File: src/rtl/bmem_port_arbiter_pkg.sv
// bmem_port_arbiter_pkg: shared types and defaults for the bmem port arbiter.
package bmem_port_arbiter_pkg;
    localparam int BMEM_BURST_LEN = 4;
    localparam int BMEM_NUM_PORTS = 4;
    typedef enum logic {ARB_IDLE, ARB_WBURST} arb_state_t;
    typedef logic [$clog2(BMEM_NUM_PORTS)-1:0] port_id_t;
endpackage

File: src/rtl/bmem_port_arbiter_port_id_fifo.sv
// port_id_fifo: synchronous FIFO of port ids for in-order read-response routing.
module port_id_fifo
    import bmem_port_arbiter_pkg::*;
#(
    parameter int DEPTH = 4,
    parameter int W     = $bits(port_id_t),
    parameter int CW    = $clog2(DEPTH) + 1
) (
    input  logic          clk,
    input  logic          rst,
    input  logic          push,
    input  logic          pop,
    input  logic [W-1:0]  din,
    output logic [W-1:0]  head,
    output logic          full,
    output logic          empty,
    output logic [CW-1:0] count
);
    localparam int AW = $clog2(DEPTH);
    logic [W-1:0]  mem [DEPTH];
    logic [AW-1:0] wp, rp;
    logic          do_push, do_pop;
    assign empty   = count == '0;
    assign full    = count == CW'(DEPTH);
    assign head    = mem[rp];
    assign do_pop  = pop & ~empty;
    // a push at full is only legal when the same cycle frees a slot
    assign do_push = push & (~full | do_pop);
    always_ff @(posedge clk)
        if (do_push) mem[wp] <= din;
    always_ff @(posedge clk or posedge rst)
        if (rst) begin
            wp    <= '0;
            rp    <= '0;
            count <= '0;
        end else begin
            if (do_push) wp <= wp + 1'b1;
            if (do_pop) rp <= rp + 1'b1;
            count <= count + CW'(do_push) - CW'(do_pop);
        end
endmodule

File: src/rtl/bmem_port_arbiter.sv
// bmem_port_arbiter: round-robin N-port burst arbiter in front of a single bmem.
module bmem_port_arbiter
    import bmem_port_arbiter_pkg::*;
#(
    parameter int NUM_PORTS       = 4,
    parameter int BURST_LEN       = BMEM_BURST_LEN,
    parameter int MAX_OUTSTANDING = 4,
    parameter int ADDR_W          = 32
) (
    input  logic                          clk,
    input  logic                          rst,
    input  logic [NUM_PORTS*ADDR_W-1:0]   cli_addr,
    input  logic [NUM_PORTS-1:0]          cli_read,
    input  logic [NUM_PORTS-1:0]          cli_write,
    input  logic [NUM_PORTS*64-1:0]       cli_wdata,
    output logic [NUM_PORTS-1:0]          cli_ready,
    output logic [ADDR_W-1:0]             cli_raddr,
    output logic [63:0]                   cli_rdata,
    output logic [NUM_PORTS-1:0]          cli_rvalid,
    output logic [ADDR_W-1:0]             bmem_addr,
    output logic                          bmem_read,
    output logic                          bmem_write,
    output logic [63:0]                   bmem_wdata,
    input  logic                          bmem_ready,
    input  logic [ADDR_W-1:0]             bmem_raddr,
    input  logic [63:0]                   bmem_rdata,
    input  logic                          bmem_rvalid,
    output logic                          resp_err
);
    localparam int IW = $clog2(NUM_PORTS);
    localparam int BW = $clog2(BURST_LEN);
    localparam int CW = $clog2(MAX_OUTSTANDING) + 1;

    arb_state_t           state;
    logic [IW-1:0]        rr_ptr, lock, pick, gsel, head;
    logic [BW-1:0]        wbeat, rbeat;
    logic [NUM_PORTS-1:0] cand, grant;
    logic [CW-1:0]        count;
    logic                 idle, is_wr, active, acc, rd_acc, rv, pop, push, full, empty;

    // first requester at or after ptr: mask the doubled vector, take lowest set bit
    function automatic logic [IW-1:0] rr_pick(input logic [NUM_PORTS-1:0] req, input logic [IW-1:0] ptr);
        logic [2*NUM_PORTS-1:0] m;
        logic [IW-1:0]          r;
        m = {req, req} & ({(2*NUM_PORTS){1'b1}} << ptr);
        r = '0;
        for (int i = 2*NUM_PORTS-1; i >= 0; i--)
            if (m[i]) r = IW'(i % NUM_PORTS);
        return r;
    endfunction

    function automatic logic [IW-1:0] nxt(input logic [IW-1:0] p);
        return (p == IW'(NUM_PORTS-1)) ? '0 : p + 1'b1;
    endfunction

    always_comb begin
        cand   = cli_write | (cli_read & {NUM_PORTS{count < CW'(MAX_OUTSTANDING)}});
        pick   = rr_pick(cand, rr_ptr);
        idle   = state == ARB_IDLE;
        gsel   = idle ? pick : lock;
        is_wr  = cli_write[gsel];
        active = ~rst & (idle ? |cand : is_wr);
        grant  = active ? (NUM_PORTS'(1) << gsel) : '0;
        acc    = active & bmem_ready;
        rd_acc = acc & idle & ~is_wr;
        rv     = ~rst & bmem_rvalid & ~empty;
        pop    = rv & (rbeat == BW'(BURST_LEN-1));
        push   = rd_acc & (~full | pop);
    end

    // outputs are forced low while reset is asserted, independent of the clock
    assign cli_ready  = grant & {NUM_PORTS{bmem_ready}};
    assign bmem_read  = active & idle & ~is_wr;
    assign bmem_write = active & is_wr;
    assign bmem_addr  = rst ? '0 : cli_addr[gsel*ADDR_W +: ADDR_W];
    assign bmem_wdata = rst ? '0 : cli_wdata[gsel*64 +: 64];
    assign cli_rvalid = rv ? (NUM_PORTS'(1) << head) : '0;
    assign cli_raddr  = rst ? '0 : bmem_raddr;
    assign cli_rdata  = rst ? '0 : bmem_rdata;

    port_id_fifo #(.DEPTH(MAX_OUTSTANDING), .W(IW), .CW(CW)) u_fifo (
        .clk(clk), .rst(rst), .push(push), .pop(pop), .din(pick),
        .head(head), .full(full), .empty(empty), .count(count)
    );

    always_ff @(posedge clk or posedge rst)
        if (rst) begin
            state    <= ARB_IDLE;
            rr_ptr   <= '0;
            lock     <= '0;
            wbeat    <= '0;
            rbeat    <= '0;
            resp_err <= 1'b0;
        end else begin
            if (acc && idle) begin
                if (is_wr) begin
                    state <= ARB_WBURST;
                    lock  <= pick;
                    wbeat <= BW'(1);
                end else
                    rr_ptr <= nxt(pick);
            end else if (acc) begin
                wbeat <= wbeat + 1'b1;
                if (wbeat == BW'(BURST_LEN-1)) begin
                    state  <= ARB_IDLE;
                    rr_ptr <= nxt(lock);
                end
            end
            if (rv) rbeat <= pop ? '0 : rbeat + 1'b1;
            if (bmem_rvalid && empty) resp_err <= 1'b1;
        end
endmodule

File: config.mk
export PLATFORM = sky130hd
export DESIGN_NAME = bmem_port_arbiter
export DESIGN_NICKNAME = d
export VERILOG_FILES = /design/src/rtl/bmem_port_arbiter_pkg.sv /design/src/rtl/bmem_port_arbiter_port_id_fifo.sv /design/src/rtl/bmem_port_arbiter.sv
export SDC_FILE = /design/constraint.sdc
export NUM_CORES = 1
export LEC_CHECK = 0
export BUFFER_PORTS_ARGS = -buffer_cell sky130_fd_sc_hd__buf_4
export CAP_MARGIN = 20
export CORE_AREA = 2 2 268 270
export CTS_CLUSTER_DIAMETER = 100
export DETAILED_ROUTE_END_ITERATION = 7
export DIE_AREA = 0 0 270 272
export PLACE_DENSITY = 0.41
export SLEW_MARGIN = 10
export SYNTH_ARGS = -nofsm -noshare
export SYNTH_HDL_FRONTEND = slang
export SYNTH_SLANG_ARGS = --single-unit
export TNS_END_PERCENT = 5
File: constraint.sdc
create_clock -name clk -period 3.32 [get_ports clk]
set_input_delay 0.332 -clock clk [delete_from_list [all_inputs] [get_ports clk]]
set_output_delay 0.332 -clock clk [all_outputs]
set_load 0.02 [all_outputs]
==> flow_metrics.tcl <==
set metrics [dict create \
    outcome "completed" \
    synth.avg_cell_area_um2 7.962 \
    period_minus_slack_ns 3.272 \
    tritoncts "yes" \
    fin_area_um2 12440 \
    cts_buffers 3 \
    crit_path_max_fanout 30 \
    crit_type "reg -> out" \
    insertion_delay_ns 0.26 \
    vias 8531 \
    seq_area_frac_synth_pct 11.68 \
    cts.sinks 25 \
    holdWs_ns 0.1619 \
    grt_max_degree 133 \
    place_hpwl_mm 46.93 \
    viasPerCell 3.660 \
    clk_pin_slew_ns 0.07 \
    finalSetupViolations 0 \
    routedWlPerCell_um 23.23 \
    min_path_type "in -> async" \
    leakage_nw 5.633 \
    std_cell_rows 98 \
    die_h_um 272 \
    layout_common_cells "713 x buf_4, 184 x a211oi_1, 100 x nor2b_1" \
    cp-end-kind "output port" \
    io_pins 695 \
    layout_commonest_cell "buf_4" \
    ys_types 55 \
    postCtsHoldBufs 0 \
    p_int_w 0.004028 \
    switching_share_pct 53.18 \
    ys.flop_type "dfrtp_1" \
    seqPwrFrac_pct 6.7 \
    rsz0062_at_grt "yes" \
    post-place-ws_ns -0.2925 \
    areaGrowthSynthToFinish_pct 118.3 \
    p_clk_share_pct 3.3 \
    grt_pass1_vias 9042 \
    clockBufferDepth 2 \
    synth_nets 1218 \
    crit_arrival_ns 2.94 \
    antenna_found_initial 16 \
    die_x_um 270 \
    core_area_um2 70750 \
    grt_first_pass_wirelength_mm 71.87 \
    maxCapViolCount 0 \
    slew_headroom_pct 43.80 \
    start_util_pct 8.057 \
    synth_edf_count 8 \
    crit_path_start_kind "flop" \
    slew_violations 0 \
    drt_pass1_iterations 4 \
    drt-initial-drc-count 292 \
    postPlaceCellArea_um2 12070 \
    grt.total_usage_pct 13.56 \
    port_buffers 694 \
    yosysWarnings 0 \
    htreeDepth 1 \
    finClkSkew_ns 0.002593 \
    worst_pin_slew_ns 0.8430 \
    ir_drop_mv 0.2946 \
    cp.required_ns 2.99 \
    grt_overflow_total 0 \
    power_density_nw_per_um2 691.4 \
    dieArea_um2 73440 \
    reg2regPathDepth 12 \
    syn_inst 716 \
    final_antenna_net_count 0 \
    combPwrFrac_pct 90.0 \
    max_freq_ghz 0.3056 \
    ys_ff_latch 25 \
    p_switching_w 0.004575 \
    gp_congestion 0.9479 \
    async_reset_ff_share_pct 68.00 \
    period_share_pct 98.56 \
    clockRootBuffer "clkbuf_16" \
    synthesis.area_um2 5700 \
    hold_violations 0 \
    drive_above_1_share_pct 55.71 \
    routed_wl_mm 54.16 \
    nets 1878 \
    setup_ws_ns 0.04796 \
    drc 0 \
]
==> cells by family after synthesis <==
family                   after synthesis  share of synthesized area [%]
flip-flops                            25                          11.68
AO/OA/AOI/OAI                        232                          31.45
XOR/XNOR                               5                         0.7682
AND/OR/NAND/NOR                      247                          26.34
multiplexers                         106                          19.18
adder cells (fa/ha/maj)               10                          2.327
buffers and inverters                 91                          8.253
==> sequential cells by signal, indices dropped and copies added, names as in the netlist <==
name and cells:
u_fifo.wp 2, wbeat 2, u_fifo.rp 2, resp_err 1
u_fifo.mem 8, lock 2, rr_ptr 2, u_fifo.count 3
rbeat 2, state 1
==> power by group through the flow <==
| stage | Combinational (W) | Clock [W] | Sequential (W) |
|---|---|---|---|
| after global routing | 0.00830 | 0.000307 | 0.000595 |
| after detailed placement | 0.00733 | 0 | 0.000588 |
| after CTS | 0.00755 | 0.000293 | 0.000583 |
| final | 0.00774 | 0.000284 | 0.000575 |
| after global placement | 0.00729 | 0 | 0.000582 |
| after floorplan | 0.00443 | 0 | 0.000538 |
==> worst paths after layout <==
check                                start              end  slack, ns
setup / recovery           u_fifo.count[2]   bmem_wdata[63]       0.05
hold / removal                         rst     u_fifo.rp[1]       0.16
setup reg to reg           u_fifo.count[2]  u_fifo.count[2]       0.15
hold reg to reg                   resp_err         resp_err       0.47
max in group asynchronous              rst  u_fifo.count[2]       2.93
min in group clk               bmem_rvalid         resp_err       0.29
==> critical path: stages, from the launching register on <==
cell and delay [ns]:
dfrtp_2 0.44, buf_12 0.14, o21a_1 0.21, a2111oi_4 0.49
o31ai_4 0.13, buf_12 0.20, buf_16 0.21, and2_0 0.21
a211oi_1 0.29, a211oi_1 0.09, buf_4 0.20
==> synthesized netlist by cell type (7+ instances only) <==
cell type	instances	area [µm²]
and2_1	95	594.3
inv_1	13	48.80
buf_2	10	50.05
ha_1	9	112.6
nor2b_1	101	631.9
dfrtp_1	17	425.4
edfxtp_1	8	240.2
clkbuf_1	47	176.4
mux2i_1	98	980.9
nor3_1	8	40.04
a211oi_1	195	1464
nor2_1	11	41.29
buf_4	7	52.55
nand2_1	9	33.78
buf_6	12	135.1
==> through the flow <==
step | instances | setup TNS, ns | power, W | utilization, %
2_1_floorplan | 716 | 0 | 0.004970 | -
3_3_place_gp | 2312 | -0.2337 | 0.007868 | 17.06
6_report | 2331 | 0 | 0.008603 | 17.59
4_1_cts | 2318 | -0.03185 | 0.008428 | 17.32
3_5_place_dp | 2312 | -0.2925 | 0.007918 | 17.06
5_1_grt | 2328 | -0.1267 | 0.009198 | 17.58
==> metal layers <==
layer	vias to the layer above	part of all wire (%)	GRT usage [%]
li1	4003	-	-
met4	6	1.9	3.202
met2	476	49	23.56
met3	38	10	5.448
met5	-	0.074	0
met1	4008	39	15.48
==> layout make-up <==
| cell class | instances | area (µm²) |
|---|---|---|
| Fill cell | 8137 | 58310 |
| Sequential cell | 25 | 666.9 |
| Timing Repair Buffer | 733 | 5771 |
| Antenna cell | 6 | 15.01 |
| Tap cell | 950 | 1189 |
| Multi-Input combinational cell | 600 | 4669 |
| Clock buffer | 3 | 75.07 |
| Clock inverter | 1 | 8.758 |
| Inverter | 13 | 48.80 |
==> repair_timing <==
item	4_1_cts	5_1_grt
endpoints found under the setup margin	57	65
setup buffers	1	5
pin swaps	3	19
gates resized for setup	9	13
gates cloned	1	2
endpoints found under the hold margin	0	0
Note: power is estimated with default switching activity, not from simulation.
